## src/rtl/video_timing_pkg.sv

```systemverilog
// rtl/video_timing_pkg.sv - shared raster timing constants, buffer base addresses and decode helpers
package video_timing_pkg;

    localparam int ADDR_W = 21;
    typedef logic [ADDR_W-1:0] word_addr_t;

    // Raster geometry in clk8 cycles and lines
    localparam int H_TOTAL_DEF   = 352;
    localparam int V_TOTAL_DEF   = 370;
    localparam int H_VISIBLE_DEF = 256;
    localparam int V_VISIBLE_DEF = 342;

    // Sync windows, both ends inclusive
    localparam int HSYNC_START_DEF = 280;
    localparam int HSYNC_END_DEF   = 319;
    localparam int VSYNC_START_DEF = 346;
    localparam int VSYNC_END_DEF   = 349;

    // Sound fetch owns memory for four cycles starting here; the word is latched on the last one
    localparam int SND_SLOT_DEF = 296;

    // Frame buffer word addresses (byte address >> 1)
    localparam word_addr_t VID_BASE_MAIN_DEF = 21'h1FD380;
    localparam word_addr_t VID_BASE_ALT_DEF  = 21'h1F9380;
    localparam word_addr_t SND_BASE_MAIN_DEF = 21'h1FFE80;
    localparam word_addr_t SND_BASE_ALT_DEF  = 21'h1FD080;

    typedef enum logic [1:0] {
        FETCH_NONE  = 2'd0,
        FETCH_VIDEO = 2'd1,
        FETCH_SOUND = 2'd2
    } fetch_kind_e;

    function automatic logic in_range(input int value, input int lo, input int hi);
        return (value >= lo) && (value <= hi);
    endfunction

endpackage

```

## src/rtl/video_timing_if.sv

```systemverilog
// rtl/video_timing_if.sv - memory slot request and latch strobes from raster timing to the bus side
interface video_timing_if;
    import video_timing_pkg::*;

    logic       videoReq;
    word_addr_t videoAddr;
    logic       loadPixels;
    logic       loadSound;

    modport master (output videoReq, output videoAddr, output loadPixels, output loadSound);
    modport slave  (input  videoReq, input  videoAddr, input  loadPixels, input  loadSound);

endinterface

```

## src/rtl/video_counter.sv

```systemverilog
// rtl/video_counter.sv - horizontal/vertical raster counters with last-position flags
module video_counter #(
    parameter int H_TOTAL = 352,
    parameter int V_TOTAL = 370,
    parameter int HW      = 9,
    parameter int VW      = 9
) (
    input  logic          clk_i,
    input  logic          rst_ni,
    input  logic          en_i,
    output logic [HW-1:0] hcount_o,
    output logic [VW-1:0] vcount_o,
    output logic          h_wrap_o,
    output logic          v_wrap_o
);

    logic [HW-1:0] hcount_q, hcount_d;
    logic [VW-1:0] vcount_q, vcount_d;
    logic          h_last, v_last;

    assign h_last = (int'(hcount_q) == H_TOTAL - 1);
    assign v_last = (int'(vcount_q) == V_TOTAL - 1);

    // Next count: hcount wraps every line, vcount steps only as hcount wraps
    always_comb begin
        hcount_d = h_last ? '0 : hcount_q + HW'(1);
        vcount_d = vcount_q;
        if (h_last) begin
            vcount_d = v_last ? '0 : vcount_q + VW'(1);
        end
    end

    // Counters advance only on the clk8 enable
    always_ff @(posedge clk_i or negedge rst_ni) begin
        if (!rst_ni) begin
            hcount_q <= '0;
            vcount_q <= '0;
        end else if (en_i) begin
            hcount_q <= hcount_d;
            vcount_q <= vcount_d;
        end
    end

    assign hcount_o = hcount_q;
    assign vcount_o = vcount_q;
    assign h_wrap_o = h_last;
    assign v_wrap_o = v_last;

endmodule

```

## src/rtl/video_timing.sv

```systemverilog
// rtl/video_timing.sv - raster timing, blank/sync generation and video/sound memory fetch decode
module video_timing
    import video_timing_pkg::*;
#(
    parameter int         H_TOTAL       = H_TOTAL_DEF,
    parameter int         V_TOTAL       = V_TOTAL_DEF,
    parameter int         H_VISIBLE     = H_VISIBLE_DEF,
    parameter int         V_VISIBLE     = V_VISIBLE_DEF,
    parameter word_addr_t VID_BASE_MAIN = VID_BASE_MAIN_DEF,
    parameter word_addr_t VID_BASE_ALT  = VID_BASE_ALT_DEF,
    parameter word_addr_t SND_BASE_MAIN = SND_BASE_MAIN_DEF,
    parameter word_addr_t SND_BASE_ALT  = SND_BASE_ALT_DEF,
    parameter int         HSYNC_START   = HSYNC_START_DEF,
    parameter int         HSYNC_END     = HSYNC_END_DEF,
    parameter int         VSYNC_START   = VSYNC_START_DEF,
    parameter int         VSYNC_END     = VSYNC_END_DEF,
    parameter int         SND_SLOT      = SND_SLOT_DEF
) (
    input  logic          clk32,
    input  logic          _systemReset,
    input  logic          clk8_en_p,
    input  logic          vid_alt,
    input  logic          snd_alt,
    output logic          _hblank,
    output logic          _vblank,
    output logic          _hsync,
    output logic          _vsync,
    video_timing_if.master mem
);

    // hcount[7:3] selects the word within a line, so keep at least 8 bits
    localparam int HW = ($clog2(H_TOTAL) < 8) ? 8 : $clog2(H_TOTAL);
    localparam int VW = ($clog2(V_TOTAL) < 1) ? 1 : $clog2(V_TOTAL);

    logic [HW-1:0] hcount;
    logic [VW-1:0] vcount;
    logic          h_wrap, v_wrap;

    video_counter #(
        .H_TOTAL (H_TOTAL),
        .V_TOTAL (V_TOTAL),
        .HW      (HW),
        .VW      (VW)
    ) u_counter (
        .clk_i    (clk32),
        .rst_ni   (_systemReset),
        .en_i     (clk8_en_p),
        .hcount_o (hcount),
        .vcount_o (vcount),
        .h_wrap_o (h_wrap),
        .v_wrap_o (v_wrap)
    );

    logic        hblank_n_q, vblank_n_q, hsync_n_q, vsync_n_q;
    logic        load_pix_q, load_snd_q, req_q, frame_start_q;
    word_addr_t  addr_q, vid_base_q, snd_base_q;

    logic        hblank_n_d, vblank_n_d, hsync_n_d, vsync_n_d;
    logic        load_pix_d, load_snd_d, req_d;
    word_addr_t  addr_d, vid_base_d, snd_base_d;
    fetch_kind_e fetch;

    // Decode the current count; results are registered so every output lines up with the same count
    always_comb begin
        vid_base_d = vid_base_q;
        snd_base_d = snd_base_q;
        if (frame_start_q) begin
            vid_base_d = vid_alt ? VID_BASE_MAIN : VID_BASE_ALT;
            snd_base_d = snd_alt ? SND_BASE_ALT  : SND_BASE_MAIN;
        end

        hblank_n_d = (int'(hcount) < H_VISIBLE);
        vblank_n_d = (int'(vcount) < V_VISIBLE);
        hsync_n_d  = !in_range(int'(hcount), HSYNC_START, HSYNC_END);
        vsync_n_d  = !in_range(int'(vcount), VSYNC_START, VSYNC_END);

        fetch = FETCH_NONE;
        if (hblank_n_d && vblank_n_d && !hcount[2]) begin
            fetch = FETCH_VIDEO;
        end else if (in_range(int'(hcount), SND_SLOT, SND_SLOT + 3)) begin
            fetch = FETCH_SOUND;
        end

        addr_d     = addr_q;
        load_pix_d = 1'b0;
        load_snd_d = 1'b0;
        case (fetch)
            FETCH_VIDEO: begin
                addr_d     = vid_base_d + (word_addr_t'(vcount) << 5) + word_addr_t'(hcount[7:3]);
                load_pix_d = (hcount[1:0] == 2'b11);
            end
            FETCH_SOUND: begin
                addr_d     = snd_base_d + word_addr_t'(vcount);
                load_snd_d = (int'(hcount) == SND_SLOT + 3);
            end
            default: ;
        endcase
        req_d = (fetch != FETCH_NONE);
    end

    // Output and base-latch registers; reset forces the idle, unblanked-high values at once
    always_ff @(posedge clk32 or negedge _systemReset) begin
        if (!_systemReset) begin
            hblank_n_q    <= 1'b1;
            vblank_n_q    <= 1'b1;
            hsync_n_q     <= 1'b1;
            vsync_n_q     <= 1'b1;
            load_pix_q    <= 1'b0;
            load_snd_q    <= 1'b0;
            req_q         <= 1'b0;
            addr_q        <= '0;
            vid_base_q    <= VID_BASE_MAIN;
            snd_base_q    <= SND_BASE_MAIN;
            frame_start_q <= 1'b1;
        end else if (clk8_en_p) begin
            hblank_n_q    <= hblank_n_d;
            vblank_n_q    <= vblank_n_d;
            hsync_n_q     <= hsync_n_d;
            vsync_n_q     <= vsync_n_d;
            load_pix_q    <= load_pix_d;
            load_snd_q    <= load_snd_d;
            req_q         <= req_d;
            addr_q        <= addr_d;
            vid_base_q    <= vid_base_d;
            snd_base_q    <= snd_base_d;
            frame_start_q <= h_wrap && v_wrap;
        end
    end

    assign _hblank        = hblank_n_q;
    assign _vblank        = vblank_n_q;
    assign _hsync         = hsync_n_q;
    assign _vsync         = vsync_n_q;
    assign mem.videoReq   = req_q;
    assign mem.videoAddr  = addr_q;
    assign mem.loadPixels = load_pix_q;
    assign mem.loadSound  = load_snd_q;

endmodule

```

## src/flat_wrapper.sv

```systemverilog
// flat-port wrapper written by rule: the top's interface ports become plain ports
module video_timing_flat import video_timing_pkg::*;
#(
    parameter int         H_TOTAL       = H_TOTAL_DEF,
    parameter int         V_TOTAL       = V_TOTAL_DEF,
    parameter int         H_VISIBLE     = H_VISIBLE_DEF,
    parameter int         V_VISIBLE     = V_VISIBLE_DEF,
    parameter word_addr_t VID_BASE_MAIN = VID_BASE_MAIN_DEF,
    parameter word_addr_t VID_BASE_ALT  = VID_BASE_ALT_DEF,
    parameter word_addr_t SND_BASE_MAIN = SND_BASE_MAIN_DEF,
    parameter word_addr_t SND_BASE_ALT  = SND_BASE_ALT_DEF,
    parameter int         HSYNC_START   = HSYNC_START_DEF,
    parameter int         HSYNC_END     = HSYNC_END_DEF,
    parameter int         VSYNC_START   = VSYNC_START_DEF,
    parameter int         VSYNC_END     = VSYNC_END_DEF,
    parameter int         SND_SLOT      = SND_SLOT_DEF
)
  (clk32, _systemReset, clk8_en_p, vid_alt, snd_alt, _hblank, _vblank, _hsync, _vsync, mem_videoReq, mem_videoAddr, mem_loadPixels, mem_loadSound);
  video_timing_if mem_i ();
  input  logic clk32;
  input  logic _systemReset;
  input  logic clk8_en_p;
  input  logic vid_alt;
  input  logic snd_alt;
  output logic _hblank;
  output logic _vblank;
  output logic _hsync;
  output logic _vsync;
  output wire logic [$bits(mem_i.videoReq)-1:0] mem_videoReq;
  output wire logic [$bits(mem_i.videoAddr)-1:0] mem_videoAddr;
  output wire logic [$bits(mem_i.loadPixels)-1:0] mem_loadPixels;
  output wire logic [$bits(mem_i.loadSound)-1:0] mem_loadSound;
  assign mem_videoReq = mem_i.videoReq;
  assign mem_videoAddr = mem_i.videoAddr;
  assign mem_loadPixels = mem_i.loadPixels;
  assign mem_loadSound = mem_i.loadSound;
  video_timing #(.H_TOTAL(H_TOTAL), .V_TOTAL(V_TOTAL), .H_VISIBLE(H_VISIBLE), .V_VISIBLE(V_VISIBLE), .VID_BASE_MAIN(VID_BASE_MAIN), .VID_BASE_ALT(VID_BASE_ALT), .SND_BASE_MAIN(SND_BASE_MAIN), .SND_BASE_ALT(SND_BASE_ALT), .HSYNC_START(HSYNC_START), .HSYNC_END(HSYNC_END), .VSYNC_START(VSYNC_START), .VSYNC_END(VSYNC_END), .SND_SLOT(SND_SLOT)) u_core (.clk32(clk32), ._systemReset(_systemReset), .clk8_en_p(clk8_en_p), .vid_alt(vid_alt), .snd_alt(snd_alt), ._hblank(_hblank), ._vblank(_vblank), ._hsync(_hsync), ._vsync(_vsync), .mem(mem_i));
endmodule
```

## config.mk

```make
export PLATFORM = sky130hd
export DESIGN_NAME = video_timing_flat
export DESIGN_NICKNAME = d
export VERILOG_FILES = /design/src/rtl/video_timing_pkg.sv /design/src/rtl/video_timing_if.sv /design/src/rtl/video_counter.sv /design/src/rtl/video_timing.sv /design/src/flat_wrapper.sv
export SDC_FILE = /design/constraint.sdc
export NUM_CORES = 1
export LEC_CHECK = 0
export BUFFER_PORTS_ARGS = -buffer_cell sky130_fd_sc_hd__buf_4
export CAP_MARGIN = 20
export CORE_AREA = 2 2 118 120
export DETAILED_ROUTE_END_ITERATION = 10
export DIE_AREA = 0 0 120 122
export SLEW_MARGIN = 20
export SYNTH_ARGS = -nofsm -noshare
export SYNTH_HDL_FRONTEND = slang
export SYNTH_SLANG_ARGS = --single-unit
```

## constraint.sdc

```tcl
create_clock -name clk32 -period 4 [get_ports clk32]
set_clock_uncertainty 0.1 [all_clocks]
set_input_delay 0.8 -clock clk32 [delete_from_list [all_inputs] [get_ports clk32]]
set_output_delay 0.8 -clock clk32 [all_outputs]
set_load 0.02 [all_outputs]
```

==> results of run 1 <==
how the worst max path moves through the flow:
| stage | from | end | slack [ns] | depth (start not counted) |
|---|---|---|---|---|
| floorplan | u_core.frame_start_q | u_core.mem.videoAddr[18] | 0.78 | 11 |
| global placement | u_core.frame_start_q | u_core.mem.videoAddr[20] | 0.79 | 9 |
| detailed placement | u_core.frame_start_q | u_core.mem.videoAddr[20] | 0.73 | 9 |
| CTS | u_core.frame_start_q | u_core.mem.videoAddr[20] | 0.69 | 9 |
| global route | u_core.frame_start_q | u_core.mem.videoAddr[20] | 0.47 | 9 |
| finish | u_core.frame_start_q | u_core.mem.videoAddr[18] | 0.67 | 9 |
registers in the layout, summed over array words and instances (netlist names):
name                       flops
u_core.frame_start_q           1
u_core.mem.videoReq            1
u_core._hblank                 1
u_core._hsync                  1
u_core._vsync                  1
u_core.mem.videoAddr          21
u_core.u_counter.vcount_o      9
u_core._vblank                 1
u_core.u_counter.hcount_o      9
u_core.mem.loadSound           1
u_core.mem.loadPixels          1
u_core.vid_base_q             21
u_core.snd_base_q             21
kinds of logic after synthesis:
kind of cell | Yosys count | synth area share, %
DFF | 89 | 40.48
and+or+nand+nor | 233 | 22.26
AOI/OAI and AO/OA | 160 | 21.12
adders and majority gates | 29 | 6.758
buffers and inverters | 34 | 2.551
xor gates and xnor gates | 30 | 4.699
muxes | 11 | 2.126
power by group through the flow:
| stage | registers (W) | clock network [W] | logic (W) |
|---|---|---|---|
| 2_1_floorplan | 0.00119 | 0 | 0.000299 |
| 3_3_place_gp | 0.00113 | 0 | 0.000578 |
| 3_5_place_dp | 0.00114 | 0 | 0.000583 |
| 4_1_cts | 0.00112 | 0.000896 | 0.000586 |
| 5_1_grt | 0.00114 | 0.000939 | 0.000634 |
| 6_report | 0.00112 | 0.000885 | 0.000581 |
stage by stage:
stage               worst slack [ns]  utilization, %
floorplan                     0.7795               -
global placement              0.7935           44.52
detailed placement            0.7301           44.52
CTS                           0.6866           46.80
global route                  0.4697           46.80
finish                        0.6698           46.80
cell type report:
cell class | count | area share, %
clock buffers | 12 | 4.415
inverters | 12 | 0.7127
flip-flops and latches | 89 | 35.81
multi-input cells | 463 | 50.41
clock inverters | 4 | 0.4554
well taps | 180 | 3.564
repair buffers | 39 | 4.633
layout by cell type, fill, tap and decap left out, drive strengths merged, types with 5 or more instances in the layout:
cell / netlist / final
nor3: 8 / 8
mux2i: 7 / 7
ha: 27 / 27
dfrtp: 60 / 60
xnor2: 19 / 19
inv: 11 / 14
nand2b: 25 / 25
nor2b: 24 / 24
and2: 27 / 27
o21ai: 35 / 35
nor2: 59 / 59
or2: 7 / 7
nand2: 41 / 41
o211ai: 11 / 11
clkbuf: 15 / 12
o21a: 8 / 8
nand4: 5 / 5
a21oi: 30 / 30
a2111oi: 5 / 5
a211oi: 10 / 10
dfstp: 29 / 29
a31oi: 8 / 8
xor2: 11 / 11
nand3: 15 / 15
a21o: 13 / 13
buf: 7 / 39
and3: 6 / 6
per-layer routing:
| layer | vias up | wire length [um] |
|---|---|---|
| li1 | 2168 | - |
| met1 | 2156 | 7301 |
| met2 | 115 | 6046 |
| met3 | 16 | 696 |
| met4 | 0 | 270 |
| met5 | - | 0 |
==> flow_summary.yaml, run 1 <==
cells_and_area:
  multiInputGateArea_um2: 3186
  fin_area_um2: 6320
  drive_above_1_share_pct: 19.55
  nFillCells: 1289
  register_area_um2: 2263
  stdcell_count: 799
  nets: 648
  area_growth_pct: 13.02
  antenna_cells: 0
clocking:
  clk_path_buf_depth: 2
  path_clk_slew_ns: 0.07
  cts-resized-gates: 0
  htree_num_levels: 3
  cts_setup_buffers: 0
  clk_latency_ns: 0.35
  cts_tree: "built"
  cts.sinks: 89
  numCtsBuffers: 9
  root_buffer: "clkbuf_16"
  hold_buffers: 0
setup_path:
  slowest_stage: "dfstp_2"
  worstSetupPathType: "flop to flop"
  cp_max_fo: 32
  arrival_ns: 3.50
  r2r-start: "u_core.frame_start_q"
  crit_path_max_incr_delay_ns: 0.78
  reg2regPathDepth: 9
  crit_chain: "buf_4 > nor2b_1 > ha_1 > a21o_1 > a2bb2oi_1 > nand4_1 > o21ai_0 > o211ai_1 > a211oi_2"
  cp.required_ns: 4.17
  cp_top_family: "compound AO/OA/AOI/OAI gates"
  r2r-end: "u_core.mem.videoAddr[18]"
  cp-start-kind: "flop"
  critPathBufInv: 1
  cp-end-kind: "flop"
  ff2ff_setup_slack_ns: 0.67
grt:
  met2_usage_pct: 30.08
  track_usage_pct: 20.70
  first_global_vias: 4302
  antenna_found_initial: 0
  grt_pass1_wl_um: 23580
  grtUsageMet3_pct: 2.669
  grt_max_degree: 55
  grt_overflow_total: 0
  top_usage_layer: "met1"
  use_met1_pct: 31.48
synth:
  synth.yosys.seq_area_share_pct: 40.48
  synth_cell_types: 77
  syn_area_um2: 5592
  synth-edff-count: 0
  netlist.area_leader.share_pct: 26.85
  synth_most_common_cell: "dfrtp_1"
  synthTopCellsByCount: "60 x dfrtp_1, 57 x nor2_1, 39 x nand2_1, 32 x o21ai_0, 29 x dfstp_2"
  syn_area_per_cell_um2: 9.542
  synth.net_count: 620
  yosys_warnings: 0
  ys_ff_latch: 89
  synthCells: 586
  synth_top_area_cell: "dfrtp_1"
  async_reset_ff_share_pct: 100.0
  yosys_most_used_dff: "dfrtp_1"
  synth_area_leaders: "dfrtp_1 27%, dfstp_2 14%, ha_1 6.0%"
die:
  ios: 33
  die_area_um2: 14640
  initial_utilization_pct: 41.41
  die_w_um: 120
  coreArea_um2: 13500
  die_h_um: 122
  rows: 43
drt:
  postRouteAntennaNets: 0
  drcViolationCount: 0
  drt_iter0_drc: 357
  vias: 4455
  dr.pass1.iters: 5
  routed_wl_um: 14320
  avgViaCountPerCell: 5.576
  post_drt_wl_per_cell_um: 17.92
timing:
  holdWs_ns: 0.3733
  rsz0062_at_grt: "false"
  hold_violations: 0
  setup_viol: 0
  tns_ns: 0
  fmax_mhz: 300.3
  finalCritPeriodShare_pct: 83.26
  drv_slew: 0
  worst_pin_slew_ns: 0.9858
  fin_crit_ns: 3.330
  slew_headroom_pct: 34.12
place:
  port_buffers: 32
  place_congestion: 0.8780
  post_dp_cell_area_um2: 6012
  dpl.cell_count: 783
  dp_hpwl_um: 10450
flow_run:
  max-cap-violations: 0
power_and_ir_drop:
  seqPwrFrac_pct: 43.4
  swShare_pct: 32.39
  p_per_area_nw_per_um2: 409.8
  total_power_w: 0.002590
  p_leak_nw: 2.989
  ir_drop_uv: 187.8
  internal_power_w: 0.001751
  clkPwrFrac_pct: 34.2
  power.switching_w: 0.0008388
  pwr-share-comb_pct: 22.4
hold_path:
  min_to: "u_core.snd_base_q[5]"
  hold_path_startpoint: "u_core.snd_base_q[5]"
  hold_path_depth: 1
  hold_path.class: "flop to flop"
status:
  outcome: "finished clean"
(Power assumes the default switching activity.)
==> inputs of run 2 (changes only) <==
clock period = 2.8 ns   (was 4 ns; I/O delays follow)
==> run 2 against run 1 <==
Against the previous run: the run now ends with negative setup slack left; flip-flop and latch count did not move; highest routed layer unchanged; sequential power rose by 42%; cell count rose by 6.1%; clock power rose by 27%.
==> flow_summary.yaml, run 2 (synthesized netlist as in run 1, its figures left out) <==
status:
  outcome: "finished, violations left"
  violations: "negative setup slack"
cells_and_area:
  nets: 698
  drive_above_1_share_pct: 29.19
  antenna_cells: 0
  layout_commonest_cell: "buf_4"
  fin_area_um2: 6908
  fin_util_pct: 51.15
  stdcell_count: 848
  area_growth_pct: 23.54
  final_cell_mix: "83 x buf_4, 60 x dfrtp_1, 55 x nor2_1"
setup_path:
  cp_max_fo: 6
  r2r-end: "u_core.mem.videoAddr[16]"
  cp-end-kind: "flop"
  worstSetupPathType: "flop to flop"
  r2r-start: "u_core.frame_start_q"
  cp-start-kind: "flop"
  ff2ff_setup_slack_ns: -0.006
  cp.required_ns: 2.95
  arrival_ns: 2.95
  reg2regPathDepth: 9
drt:
  routed_wl_um: 14940
  dr.pass1.iters: 5
  post_drt_wl_per_cell_um: 17.62
  vias: 4719
  postRouteAntennaNets: 0
  drt_iter0_drc: 466
  drcViolationCount: 0
  avgViaCountPerCell: 5.565
timing:
  hold_violations: 0
  drv_slew: 0
  worst_pin_slew_ns: 0.5932
  fin_crit_ns: 2.806
  rsz0062_at_grt: "true"
  slew_headroom_pct: 60.41
  finalCritPeriodShare_pct: 100.2
  setup_viol: 2
  fmax_mhz: 356.4
  setup_ws_ns: -0.006197
place:
  dpl.cell_count: 812
  dp_hpwl_um: 10590
  post_dp_cell_area_um2: 6315
  place_congestion: 0.8917
  port_buffers: 32
clocking:
  path_clk_slew_ns: 0.06
  clk_latency_ns: 0.35
  cts_tree: "built"
  numCtsBuffers: 9
  root_buffer: "clkbuf_16"
  htree_num_levels: 3
  cts.sinks: 89
  clk_path_buf_depth: 2
grt:
  antenna_found_initial: 0
  track_usage_pct: 20.95
  grt_overflow_total: 0
  first_global_vias: 4514
  grt_pass1_wl_um: 23910
  grt_max_degree: 54
power_and_ir_drop:
  p_per_area_nw_per_um2: 518.2
  ir_drop_uv: 286.7
  p_leak_nw: 3.237
die:
  die_w_um: 120
  initial_utilization_pct: 41.41
  die_h_um: 122
  die_area_um2: 14640
  ios: 33
  coreArea_um2: 13500
  rows: 43
hold_path:
  hold_path.class: "input pin to async pin"
flow_run:
  max-cap-violations: 0
[run 2: cell types whose count changed in the layout (fill, tap and decap cells not counted), sizes merged]
| cell | before | now |
|---|---|---|
| inv | 14 | 11 |
| clkbuf | 12 | 14 |
| buf | 39 | 89 |
[run 2: critical path, cell delays in order (launching register included)]
cell	delay (ns)
dfstp_2	0.63
nor2b_1	0.08
ha_2	0.20
fa_2	0.37
and4_1	0.18
a21oi_2	0.18
o211ai_2	0.15
a311o_4	0.39
nor2b_1	0.17
o311ai_1	0.26
[run 2: metrics by stage]
step / worst slack, ns / hold WS, ns / TNS, ns / power, W
final: -0.006197 / 0.06369 / -0.006847 / 0.003580
after global routing: -0.08106 / 0.1044 / -0.4599 / 0.003780
after floorplan: 0.001389 / 0.1644 / 0 / 0.002128
after detailed placement: -0.09022 / 0.3635 / -0.2527 / 0.002470
after CTS: -0.005834 / 0.08546 / -0.01142 / 0.003605
after global placement: -0.1015 / 0.3605 / -0.1571 / 0.002450
[run 2: how the worst max path moves through the flow]
stage | cells after the start | slack [ns] | startpoint | endpoint
2_1_floorplan | 12 | 0.001 | u_core.frame_start_q | u_core.mem.videoAddr[12]
3_3_place_gp | 8 | -0.10 | u_core.frame_start_q | u_core.mem.videoAddr[16]
3_5_place_dp | 9 | -0.09 | u_core.frame_start_q | u_core.mem.videoAddr[16]
4_1_cts | 9 | -0.006 | u_core.frame_start_q | u_core.mem.videoAddr[19]
5_1_grt | 9 | -0.08 | u_core.frame_start_q | u_core.mem.videoAddr[16]
6_report | 9 | -0.006 | u_core.frame_start_q | u_core.mem.videoAddr[16]
[run 2: cell type report]
| class | instances | area [um2] |
|---|---|---|
| Clock buffer | 14 | 264.0 |
| Clock inverter | 1 | 5.005 |
| Fill cell | 1221 | 6596 |
| Inverter | 12 | 45.04 |
| Multi-Input combinational cell | 463 | 3388 |
| Sequential cell | 89 | 2263 |
| Tap cell | 180 | 225.2 |
| Timing Repair Buffer | 89 | 716.9 |
[run 2: power breakdown]
group          switching, W  internal [W]
sequential         0.000145       0.00144
clock              0.000476      0.000644
combinational      0.000507      0.000365
[run 2: layer usage]
layer	vias to the layer above	part of all wire, %	GRT usage (%)
met5	-	0	0
li1	2267	-	-
met3	21	5.0	3.979
met1	2305	48	29.93
met4	0	1.6	6.176
met2	126	46	32.32
[run 2: timing repair]
item,CTS,global route
hold buffers,0,0
gates resized for setup,8,35
endpoints found under the setup margin,6,14
pin swaps,8,21
setup buffers,6,15
==> inputs of run 3 (changes only) <==
RECOVER_POWER = 25   (was default)
==> run 3 against run 2 <==
Against the previous run: fmax barely moved; largest cell class unchanged; hold slack improved by 0.31 ns; sequential power hardly changed; the run ends with max-capacitance violations, max-slew violations, negative setup slack left; register-to-register slack is essentially flat; die area unchanged; cell area hardly changed; combinational power hardly changed; global-route usage unchanged; highest routed layer unchanged; wire length is the same; utilization barely moved; largest power group unchanged; worst setup slack hardly changed.
==> flow_summary.yaml, run 3 (synthesized netlist as in run 1, its figures left out) <==
clocking:
  clk_latency_ns: 0.35
  numCtsBuffers: 9
  cts.sinks: 89
  cts_tree: "built"
  clk_path_buf_depth: 2
  path_clk_slew_ns: 0.06
  root_buffer: "clkbuf_16"
  htree_num_levels: 3
  hold_buffers: 0
drt:
  avgViaCountPerCell: 5.565
  postRouteAntennaNets: 0
  vias: 4719
  post_drt_wl_per_cell_um: 17.62
  drcViolationCount: 0
  routed_wl_um: 14940
  drt_iter0_drc: 466
  dr.pass1.iters: 5
timing:
  slew_headroom_pct: -36.22
  fmax_mhz: 356.4
  drv_slew: 37
  worst_pin_slew_ns: 2.043
  setup_ws_ns: -0.006145
  rsz0062_at_grt: "true"
  finalCritPeriodShare_pct: 100.2
  hold_violations: 0
  setup_viol: 2
  fin_crit_ns: 2.806
cells_and_area:
  antenna_cells: 0
  final_cell_mix: "82 x buf_4, 60 x dfrtp_1, 55 x nor2_1"
  drive_above_1_share_pct: 29.04
  layout_commonest_cell: "buf_4"
  fin_area_um2: 6904
  nFillCells: 1222
  fin_util_pct: 51.13
  nets: 698
  area_growth_pct: 23.47
die:
  die_h_um: 122
  initial_utilization_pct: 41.41
  ios: 33
  die_w_um: 120
  rows: 43
  die_area_um2: 14640
  coreArea_um2: 13500
power_and_ir_drop:
  swShare_pct: 31.52
  seqPwrFrac_pct: 44.3
  p_per_area_nw_per_um2: 518.4
  pwr-share-comb_pct: 24.4
  internal_power_w: 0.002451
  p_leak_nw: 3.234
  ir_drop_uv: 286.7
  clkPwrFrac_pct: 31.3
  power.switching_w: 0.001128
place:
  post_dp_cell_area_um2: 6315
  port_buffers: 32
  dp_hpwl_um: 10590
  place_congestion: 0.8917
flow_run:
  max-cap-violations: 1
setup_path:
  cp-end-kind: "flop"
  reg2regPathDepth: 9
  crit_end: "u_core.mem.videoAddr[16]"
  cp_max_fo: 6
  arrival_ns: 2.95
  r2r-start: "u_core.frame_start_q"
  worstSetupPathType: "flop to flop"
  cp-start-kind: "flop"
  cp.required_ns: 2.95
  worstSetupStartpoint: "u_core.frame_start_q"
  r2r-end: "u_core.mem.videoAddr[16]"
  ff2ff_setup_slack_ns: -0.006
status:
  violations: "max-capacitance violations, max-slew violations, negative setup slack"
  outcome: "finished, violations left"
grt:
  grt_overflow_total: 0
  antenna_found_initial: 0
  track_usage_pct: 20.95
  first_global_vias: 4514
  grt_pass1_wl_um: 23910
  grt_max_degree: 54
hold_path:
  hold_path.class: "input pin to flop"
  hold_path_depth: 2
-- run 3: cell count changes in the layout (fill, tap and decap cells not counted) --
cell	before	now
buf_4	83	82
clkbuf_1	3	4
-- run 3: what timing repair did --
item,CTS,global route
buffers inserted,6,15
resized for setup,8,35
setup endpoints to repair,6,14
endpoints found under the hold margin,0,0
pin swaps,8,21
-- run 3: layer usage --
metal	share of wire [%]	routed length [um]	vias to the layer above	track usage (%)
met4	1.6	238	0	6.176
met3	4.9	738	21	3.979
met2	46	6852	124	32.32
li1	-	-	2267	-
met1	48	7113	2307	29.93
met5	0	0	-	0
-- run 3: cell type report --
| class | count | area [um2] | area share (%) |
|---|---|---|---|
| Timing Repair Buffer | 89 | 713.2 | 10.33 |
| Multi-Input combinational cell | 463 | 3388 | 49.08 |
| Tap cell | 180 | 225.2 | 3.262 |
| Clock buffer | 14 | 264.0 | 3.824 |
| Sequential cell | 89 | 2263 | 32.78 |
| Inverter | 12 | 45.04 | 0.6524 |
| Clock inverter | 1 | 5.005 | 0.07249 |
-- run 3: worst min-delay path by stage --
stage                         startpoint                           end  slack [ns]
floorplan                   _systemReset         u_core.mem.loadPixels        0.16
global placement    u_core.vid_base_q[6]          u_core.vid_base_q[6]        0.36
detailed placement  u_core.vid_base_q[6]          u_core.vid_base_q[6]        0.36
finish                           vid_alt         u_core.vid_base_q[14]        0.37
CTS                         _systemReset  u_core.u_counter.hcount_o[8]        0.09
global route                     vid_alt         u_core.vid_base_q[14]        0.37
-- run 3: power by group through the flow --
stage | Sequential (W) | Clock [W] | Combinational [W]
floorplan | 0.00170 | 0 | 0.000433
global placement | 0.00160 | 0 | 0.000846
detailed placement | 0.00161 | 0 | 0.000863
CTS | 0.00159 | 0.00115 | 0.000871
global route | 0.00161 | 0.00121 | 0.000958
finish | 0.00159 | 0.00112 | 0.000872
-- run 3: metrics by stage --
step | TNS, ns | power (W) | hold WS [ns] | instances | setup slack (ns)
2_1_floorplan | 0 | 0.002128 | 0.1644 | 586 | 0.001389
3_3_place_gp | -0.1571 | 0.002450 | 0.3605 | 812 | -0.1015
3_5_place_dp | -0.2527 | 0.002470 | 0.3635 | 812 | -0.09022
4_1_cts | -0.01142 | 0.003605 | 0.08546 | 833 | -0.005834
5_1_grt | -0.4599 | 0.003780 | 0.3695 | 848 | -0.08106
6_report | -0.006742 | 0.003579 | 0.3687 | 848 | -0.006145
-- run 3: worst max-delay path: stages, from the launching register on --
cell,delay [ns]
dfstp_2,0.63
nor2b_1,0.08
ha_2,0.20
fa_2,0.37
and4_1,0.18
a21oi_2,0.18
o211ai_2,0.15
a311o_4,0.39
nor2b_1,0.17
o311ai_1,0.26
